--- src/rtl/id_pkg.sv ---
`default_nettype none
//============================================================================
// id_pkg : shared opcodes, default widths, buffer states and the decoded-field
//          layout for the id_decode_pipe instruction-decode stage.
// Rev 1.0
//============================================================================
package id_pkg;

  localparam int DEF_INSTR_W = 16;
  localparam int DEF_OPC_W   = 4;
  localparam int DEF_NUM_OPS = 13;
  localparam int DEF_PARAM_W = (DEF_INSTR_W - DEF_OPC_W) / 2;

  localparam logic [3:0] OP_NOP = 4'd0;
  localparam logic [3:0] OP_1   = 4'd1;
  localparam logic [3:0] OP_2   = 4'd2;
  localparam logic [3:0] OP_3   = 4'd3;
  localparam logic [3:0] OP_4   = 4'd4;
  localparam logic [3:0] OP_5   = 4'd5;
  localparam logic [3:0] OP_6   = 4'd6;
  localparam logic [3:0] OP_7   = 4'd7;
  localparam logic [3:0] OP_8   = 4'd8;
  localparam logic [3:0] OP_9   = 4'd9;
  localparam logic [3:0] OP_10  = 4'd10;
  localparam logic [3:0] OP_11  = 4'd11;
  localparam logic [3:0] OP_12  = 4'd12;

  typedef enum logic [1:0] {
    EMPTY = 2'd0,
    ONE   = 2'd1,
    FULL  = 2'd2
  } buf_state_e;

  // Field order here is the layout every decode-stage payload follows.
  typedef struct packed {
    logic [DEF_OPC_W-1:0]   opcode;
    logic [DEF_PARAM_W-1:0] parameter1;
    logic [DEF_PARAM_W-1:0] parameter2;
    logic [DEF_NUM_OPS-1:0] onehot;
    logic                   illegal;
  } id_fields_t;

endpackage
`default_nettype wire

--- src/rtl/id_skid_buf.sv ---
`default_nettype none
//============================================================================
// id_skid_buf : generic two-entry valid/ready skid buffer with registered
//               in_ready and synchronous flush.
// Rev 1.0
//============================================================================
module id_skid_buf
  import id_pkg::*;
#(
  parameter int DATA_W = 8
) (
  input  logic              clk_i,
  input  logic              rst_ni,
  input  logic              flush_i,
  input  logic              in_valid_i,
  output logic              in_ready_o,
  input  logic [DATA_W-1:0] in_data_i,
  output logic              out_valid_o,
  input  logic              out_ready_i,
  output logic [DATA_W-1:0] out_data_o
);

  buf_state_e        state_q, state_d;
  logic [DATA_W-1:0] out_q, out_d;
  logic [DATA_W-1:0] skid_q, skid_d;
  logic              in_ready_q, in_ready_d;
  logic              push, pop;

  assign push        = in_valid_i & in_ready_q;
  assign out_valid_o = (state_q != EMPTY);
  assign pop         = out_valid_o & out_ready_i;
  assign in_ready_o  = in_ready_q;
  assign out_data_o  = out_q;

  always_comb begin
    state_d = state_q;
    out_d   = out_q;
    skid_d  = skid_q;
    if (flush_i) begin
      state_d = EMPTY;
    end else begin
      case (state_q)
        EMPTY: begin
          if (push) begin
            state_d = ONE;
            out_d   = in_data_i;
          end
        end
        ONE: begin
          if (push && !pop) begin
            state_d = FULL;
            skid_d  = in_data_i;
          end else if (pop && !push) begin
            state_d = EMPTY;
          end else if (push && pop) begin
            out_d = in_data_i;
          end
        end
        FULL: begin
          if (pop) begin
            state_d = ONE;
            out_d   = skid_q;
          end
        end
        default: state_d = EMPTY;
      endcase
    end
    // Ready is registered from the next state so it never depends on out_ready_i.
    in_ready_d = (state_d != FULL);
  end

  always_ff @(posedge clk_i or negedge rst_ni) begin
    if (!rst_ni) begin
      state_q    <= EMPTY;
      out_q      <= '0;
      skid_q     <= '0;
      in_ready_q <= 1'b1;
    end else begin
      state_q    <= state_d;
      out_q      <= out_d;
      skid_q     <= skid_d;
      in_ready_q <= in_ready_d;
    end
  end

endmodule
`default_nettype wire

--- src/rtl/id_decode_pipe.sv ---
`default_nettype none
//============================================================================
// id_decode_pipe : elastic decode stage; splits instruction fields, flags
//                  illegal opcodes and emits a one-hot opcode vector.
// ID_ILLEGAL_TRAP_EN: pass illegal opcodes through and keep a sticky trap;
//                     otherwise illegal words are rewritten as NOP.
// Rev 1.0
//============================================================================
module id_decode_pipe
  import id_pkg::*;
#(
  parameter int INSTR_W = DEF_INSTR_W,
  parameter int OPC_W   = DEF_OPC_W,
  parameter int NUM_OPS = DEF_NUM_OPS
) (
  input  logic                           ID_clock,
  input  logic                           ID_reset_n,
  input  logic                           ID_flush,
  input  logic                           ID_in_valid,
  output logic                           ID_in_ready,
  input  logic [INSTR_W-1:0]             ID_instruction,
  output logic                           ID_out_valid,
  input  logic                           ID_out_ready,
  output logic [OPC_W-1:0]               ID_opcode,
  output logic [(INSTR_W-OPC_W)/2-1:0]   ID_parameter1,
  output logic [(INSTR_W-OPC_W)/2-1:0]   ID_parameter2,
  output logic [NUM_OPS-1:0]             ID_op_onehot,
  output logic                           ID_illegal,
  output logic                           ID_trap,
  input  logic                           ID_trap_clr
);

  localparam int PARAM_W = (INSTR_W - OPC_W) / 2;

  // Same layout as id_fields_t, sized by this instance's parameters.
  typedef struct packed {
    logic [OPC_W-1:0]   opcode;
    logic [PARAM_W-1:0] parameter1;
    logic [PARAM_W-1:0] parameter2;
    logic [NUM_OPS-1:0] onehot;
    logic               illegal;
  } dec_t;

  logic [OPC_W-1:0]   raw_opc;
  logic [PARAM_W-1:0] raw_p1;
  logic [PARAM_W-1:0] raw_p2;
  logic               legal;
  dec_t               dec;
  dec_t               out;

  assign raw_opc = ID_instruction[INSTR_W-1 -: OPC_W];
  assign raw_p1  = ID_instruction[INSTR_W-OPC_W-1 -: PARAM_W];
  assign raw_p2  = ID_instruction[PARAM_W-1:0];
  assign legal   = 32'(raw_opc) < 32'(NUM_OPS);

  always_comb begin
    dec            = '0;
    dec.opcode     = raw_opc;
    dec.parameter1 = raw_p1;
    dec.parameter2 = raw_p2;
    for (int i = 0; i < NUM_OPS; i++) begin
      dec.onehot[i] = legal && (32'(raw_opc) == 32'(i));
    end
`ifdef ID_ILLEGAL_TRAP_EN
    dec.illegal = !legal;
`else
    if (!legal) begin
      dec.opcode     = OPC_W'(OP_NOP);
      dec.parameter1 = '0;
      dec.parameter2 = '0;
      dec.onehot[0]  = 1'b1;
    end
`endif
  end

  id_skid_buf #(
    .DATA_W ($bits(dec_t))
  ) u_skid (
    .clk_i       (ID_clock),
    .rst_ni      (ID_reset_n),
    .flush_i     (ID_flush),
    .in_valid_i  (ID_in_valid),
    .in_ready_o  (ID_in_ready),
    .in_data_i   (dec),
    .out_valid_o (ID_out_valid),
    .out_ready_i (ID_out_ready),
    .out_data_o  (out)
  );

  assign ID_opcode     = out.opcode;
  assign ID_parameter1 = out.parameter1;
  assign ID_parameter2 = out.parameter2;
  assign ID_op_onehot  = out.onehot;
  assign ID_illegal    = ID_out_valid & out.illegal;

`ifdef ID_ILLEGAL_TRAP_EN
  logic push;
  logic trap_q, trap_d;

  // A push discarded by flush never reaches execute, so it cannot trap.
  assign push = ID_in_valid & ID_in_ready & ~ID_flush;

  always_comb begin
    trap_d = trap_q;
    if (ID_trap_clr) trap_d = 1'b0;
    if (push && dec.illegal) trap_d = 1'b1;
  end

  always_ff @(posedge ID_clock or negedge ID_reset_n) begin
    if (!ID_reset_n) trap_q <= 1'b0;
    else             trap_q <= trap_d;
  end

  assign ID_trap = trap_q;
`else
  logic unused_trap_clr;
  assign unused_trap_clr = ID_trap_clr;
  assign ID_trap         = 1'b0;
`endif

endmodule
`default_nettype wire

--- config.mk ---
export PLATFORM = sky130hd
export DESIGN_NAME = id_decode_pipe
export DESIGN_NICKNAME = d
export VERILOG_FILES = /design/src/rtl/id_pkg.sv /design/src/rtl/id_skid_buf.sv /design/src/rtl/id_decode_pipe.sv
export SDC_FILE = /design/constraint.sdc
export NUM_CORES = 1
export LEC_CHECK = 0
export ABC_AREA = 1
export CAP_MARGIN = 15
export CORE_MARGIN = 2
export CORE_UTILIZATION = 30
export CTS_CLUSTER_SIZE = 20
export DETAILED_ROUTE_END_ITERATION = 7
export PLACE_DENSITY = 0.53
export RECOVER_POWER = 25
export SLEW_MARGIN = 20
export SYNTH_ARGS = -nofsm -noshare
export SYNTH_HDL_FRONTEND = slang
export SYNTH_SLANG_ARGS = --single-unit
export TNS_END_PERCENT = 5
--- constraint.sdc ---
create_clock -name ID_clock -period 2.05 [get_ports ID_clock]
set_input_delay 0.615 -clock ID_clock [delete_from_list [all_inputs] [get_ports ID_clock]]
set_output_delay 0.615 -clock ID_clock [all_outputs]
set_load 0.05 [all_outputs]
# ---- After elaboration in Yosys (flattened, before gate mapping)
# Index checks and enable logic that the tools add are counted.
dict set report totals {
  register_bits 62
  inputBits 22
  out_inout_bits 33
  word_cells 67
}
dict set report op_classes {
  n_lt_le_gt_ge 1
  n_eq_ne 20
  n_mux 14
  bitwise_logic 4
  reduce_logical 24
}
# op n
set ops {}
lappend ops {{30-bit two-way mux} 5}
lappend ops {{30-bit one-hot mux with 3 select lines} 1}
lappend ops {{4-bit == test (second input constant)} 5}
lappend ops {{4-bit by 3-bit == test with 1-bit output (second input constant)} 4}
lappend ops {{1-bit logical AND} 16}
lappend ops {{16-bit two-way mux} 1}
lappend ops {{2-bit two-way mux} 5}
lappend ops {{4-bit by 2-bit == test with 1-bit output (second input constant)} 2}
lappend ops {{7-bit AND reduction} 1}
lappend ops {{2-bit by 1-bit != test with 1-bit output (second input constant)} 3}
lappend ops {{2-bit != test (second input constant)} 3}
lappend ops {{2-bit one-hot mux with 3 select lines} 1}
lappend ops {{4-bit by 1-bit == test with 1-bit output (second input constant)} 1}
lappend ops {{4-bit logical NOT} 1}
lappend ops {{4-bit less-than comparator (second input constant)} 1}
lappend ops {{1-bit AND} 3}
lappend ops {{3-bit AND reduction} 1}
lappend ops {{3-bit nonzero test} 1}
lappend ops {{2-bit by 1-bit == test with 1-bit output (second input constant)} 1}
lappend ops {{2-bit == test (second input constant)} 1}
lappend ops {{1-bit logical NOT} 2}
lappend ops {{2-bit logical NOT} 1}
lappend ops {{2-bit nonzero test} 1}
lappend ops {{1-bit two-way mux} 1}
lappend ops {{1-bit inverter} 1}

# ---- Depth between registers and ports, before layout
dict set report depth {
  word_depth 8
  mapped_depth 10
  ltp_nobuf 8
}

# ---- Modules after synthesis
# A second synthesis with hierarchy kept.
dict set report unflattened {
  hier_cells 455
  area_unflattened_um2 3515.9
}
# module instances cells_each area_each_um2 seq_area_each_um2
set modules_own_cells {}
lappend modules_own_cells {id_skid_buf 1 391 3223.1 1577.8}
lappend modules_own_cells {id_decode_pipe 1 64 292.8 0.0}

# ---- Worst setup path after synthesis
# Ideal clock, no wire load.
dict set report synth_timing {
  path_kind {flip-flop to flip-flop}
  startpoint {reg u_skid.in_ready_q (netlist: u_skid.in_ready_o)}
  endpoint {reg u_skid.out_q[10] (netlist: u_skid.out_data_o[10])}
  setup_time_ns 0.119
  arrival_ns 1.570
  required_time_ns 1.931
  slack_ns 0.361
  path_stages_with_launch 10
  n_path_buf 2
  synth_period_minus_slack_ns 1.689
  cell_sequence {dfstp_2 > nand2_1 > nand3_1 > nand2_1 > nor2_4 > nand2_1 > buf_6 > buf_6 > nand2_1 > nand2_1}
}
dict set report synth_via {
  elab_chain_len 5
  word_cells_on_any_way 10
  classes_between {4 x eq/ne; 1 x bitwise; 5 x reduce/logical}
}
# element line_no
set synth_rtl {}
lappend synth_rtl {{start, declared} id_skid_buf.sv:26} ;# logic in_ready_q, in_ready_d;
lappend synth_rtl {{start signal, assigned} id_skid_buf.sv:82} ;# in_ready_q <= in_ready_d;
lappend synth_rtl {{1-bit AND *} id_skid_buf.sv:29} ;# assign push = in_valid_i & in_ready_q;
lappend synth_rtl {{1-bit logical NOT} id_skid_buf.sv:53} ;# end else if (pop && !push) begin
lappend synth_rtl {{1-bit logical AND} id_skid_buf.sv:53}
lappend synth_rtl {{2-bit != test (no source line)} n/a}
lappend synth_rtl {{7-bit AND reduction (no source line) *} n/a}
lappend synth_rtl {{end signal, assigned} id_skid_buf.sv:80} ;# out_q <= out_d;
lappend synth_rtl {{end, declared} id_skid_buf.sv:24} ;# logic [DATA_W-1:0] out_q, out_d;
# Every way passes the cells marked *; elsewhere a longest branch is shown, timed or not.
# A chain may end at the register's enable or synchronous reset.

# ---- Worst setup path in the final report
dict set report layout_timing {
  startpoint {reg u_skid.state_q[1]}
  endpoint {out ID_out_valid}
}
dict set report layout_via {
  elab_chain_len 1
}
# element line_no
set layout_rtl {}
lappend layout_rtl {{start, declared} id_skid_buf.sv:23} ;# buf_state_e state_q, state_d;
lappend layout_rtl {{start signal, assigned} id_skid_buf.sv:79} ;# state_q <= state_d;
lappend layout_rtl {{2-bit nonzero test} id_skid_buf.sv:30} ;# assign out_valid_o = (state_q != EMPTY);
lappend layout_rtl {{end, declared} id_decode_pipe.sv:22} ;# output logic ID_out_valid,
# No other way between the ends.

==> flow_metrics.tcl <==
set metrics [dict create \
    avgSynthCellArea_um2 7.44 \
    grt_pass1_vias 2360 \
    cap_viol_max_count 0 \
    detailedRoute.firstPassIterationCount 5 \
    startpoint_type "flop" \
    routedWlPerCell_um 12.0 \
    synth_most_common_cell "nand2_1" \
    cts_setup_buffers 0 \
    p_switching_mw 1.27 \
    grt_max_degree 62 \
    io_buffer_count 51 \
    overflow 0 \
    p_comb_share_pct 25.3 \
    cts_buffers 9 \
    clk_pin_slew_worst_paths_ns 0.08 \
    fin_nets 468 \
    cts_root_buf "clkbuf_8" \
    synth.distinct_cells 18 \
    critPathCaptureType "output pin" \
    p_total_mw 3.79 \
    synthToLayoutAreaGrowth_pct 30.0 \
    synth_seq_cells 61 \
    cts_tree "yes" \
    min_path_type "in2async" \
    n_antenna_cell 0 \
    worst_clock_skew_ns 0.0128 \
    cts-resized-gates 0 \
    vias 2568 \
    hold_buffers 0 \
    pwr-share-clk_pct 34.9 \
    pwr-share-seq_pct 39.8 \
    critical_path_class "reg2out" \
    hold_viol_final 0 \
    cts_buffer_depth 2 \
    grt_pass1_wl_mm 11.4 \
    rsz0062_at_grt "false" \
    postRouteAntennaNets 0 \
    synthesis.instances 395 \
    routed_wl_mm 6.98 \
    core_area_um2 9640 \
    finalCriticalPeriod_ns 1.79 \
    crit_fanout 6 \
    antenna_found_initial 0 \
    setup_viol 0 \
    final_cells 584 \
    fin_crit_sh_pct 87.4 \
    vdd_drop_max_mv 0.283 \
    drc_errors 0 \
    async_flop_share_pct 100 \
    p_int_mw 2.52 \
    gp_congestion 0.807 \
    switching_share_pct 33.4 \
    rows 36 \
    synthFlopType "dfrtp_1" \
    status "finished, final reports clean" \
    fmaxAchievable_ghz 0.558 \
    start_util_pct 30.5 \
    synth_area_um2 2940 \
    p_per_area_nw_per_um2 992 \
    die_width_um 103 \
    p_leak_nw 2.01 \
    required_ns 1.43 \
    final-max-slew-violation-count 0 \
    synth.largest_area_cell "dfrtp_1" \
    reg2reg_slack_ns 0.40 \
    clk_latency_ns 0.34 \
    dp_hpwl_mm 4.43 \
    ys_warn_count 0 \
    yosysSeqAreaShare_pct 52.0 \
    cts_sinks 61 \
    dieArea_um2 10600 \
    via_per_inst 4.40 \
    drt_iter0_markers 149 \
    drive_gt1_share_pct 15.1 \
    h-tree-depth 3 \
    track_usage_pct 14.1 \
    synth_area_leaders "dfrtp_1 51%, nand2_1 25%, o21ai_0 6.8%" \
    io_pins 55 \
    hold_ws_ns 0.303 \
    netlist_top_cells_count "195 x nand2_1, 60 x dfrtp_1, 40 x o21ai_0" \
    synth_edf_count 0 \
    netlist.area_leader.share_pct 51.1 \
    die_h_um 103 \
    crit_arrival_ns 1.18 \
    place_inst 568 \
]
worst max-delay path, stage by stage (launching register included):
cell     delay [ns]
dfrtp_1        0.43
inv_2          0.13
nand2_1        0.12
buf_12         0.17
cell usage in the layout (no fill, tap or decap), types with 2 or more instances in the layout:
| cell type | netlist | layout |
|---|---|---|
| nand2_1 | 195 | 195 |
| dfrtp_1 | 60 | 60 |
| o21ai_0 | 40 | 39 |
| buf_4 | 2 | 36 |
| nand3_1 | 35 | 35 |
| inv_1 | 19 | 19 |
| clkdlybuf4s50_1 | 0 | 19 |
| nor2_1 | 9 | 9 |
| clkbuf_8 | 0 | 9 |
| buf_12 | 0 | 6 |
| inv_2 | 3 | 3 |
| nor2_2 | 3 | 3 |
| bufinv_16 | 0 | 3 |
| clkinv_4 | 0 | 3 |
| a21oi_1 | 2 | 2 |
| nand4_1 | 2 | 2 |
| conb_1 | 1 | 2 |
worst paths after layout:
check	from	cells after the start	end
worst max-delay path	u_skid.state_q[1]$_DFF_PN0_	3	ID_out_valid
worst min-delay path	ID_reset_n	2	u_skid.out_data_o[15]$_DFFE_PN0P_
worst max register to register	u_skid.state_q[1]$_DFF_PN0_	9	u_skid.out_data_o[26]$_DFFE_PN0P_
worst min register to register	u_skid.out_data_o[6]$_DFFE_PN0P_	2	u_skid.out_data_o[6]$_DFFE_PN0P_
max in group asynchronous	ID_reset_n	2	u_skid.in_ready_o$_DFF_PN1_
min in group ID_clock	u_skid.out_data_o[6]$_DFFE_PN0P_	2	u_skid.out_data_o[6]$_DFFE_PN0P_
stage by stage:
stage / TNS, ns / area (µm²) / setup slack, ns / utilization, %
after floorplan: 0 / 2940 / 0.361 / -
after global placement: -0.181 / 3570 / -0.0365 / 37.1
after detailed placement: -0.300 / 3570 / -0.0283 / 37.1
after CTS: 0 / 3820 / 0.234 / 39.6
after global routing: 0 / 3820 / 0.150 / 39.6
final: 0 / 3820 / 0.258 / 39.6
power by group through the flow:
stage	sequential [mW]	clock [mW]	combinational, mW
floorplan	1.86	0	0.301
global placement	1.52	0	0.961
detailed placement	1.53	0	0.972
CTS	1.51	1.36	0.975
global route	1.54	1.43	1.05
finish	1.51	1.32	0.960
flip-flops by register name (all words and copies together) (netlist names):
signal,cells
u_skid.out_data_o,29
u_skid.state_q,2
u_skid.in_ready_o,1
u_skid.skid_q,29
layer usage:
layer	GRT usage, %	routed length (µm)	share of wire, %	up-vias
li1	-	-	-	1336
met1	19.6	3320	48	1173
met2	21.2	3330	48	50
met3	3.25	242	3.5	9
met4	5.47	85	1.2	0
met5	0	0	0	-
cell families (layout without fill, tap and decap cells):
| group | Yosys count | count (layout) | share of synthesized area (%) |
|---|---|---|---|
| AO/OA/AOI/OAI | 42 | 42 | 7.15 |
| AND/OR/NAND/NOR | 246 | 246 | 33.7 |
| buffers and inverters | 45 | 100 | 7.07 |
| other | 1 | 2 | 0.128 |
| flip-flops | 61 | 61 | 52.0 |
area by class of cell:
class / count / area, µm²
Timing Repair Buffer: 62 / 584
Multi-Input combinational cell: 290 / 1210
Clock buffer: 9 / 124
Fill cell: 1043 / 5820
Inverter: 22 / 82.6
Tap cell: 133 / 166
Clock inverter: 7 / 124
Sequential cell: 61 / 1530
Power figures use the tool's default switching activity.
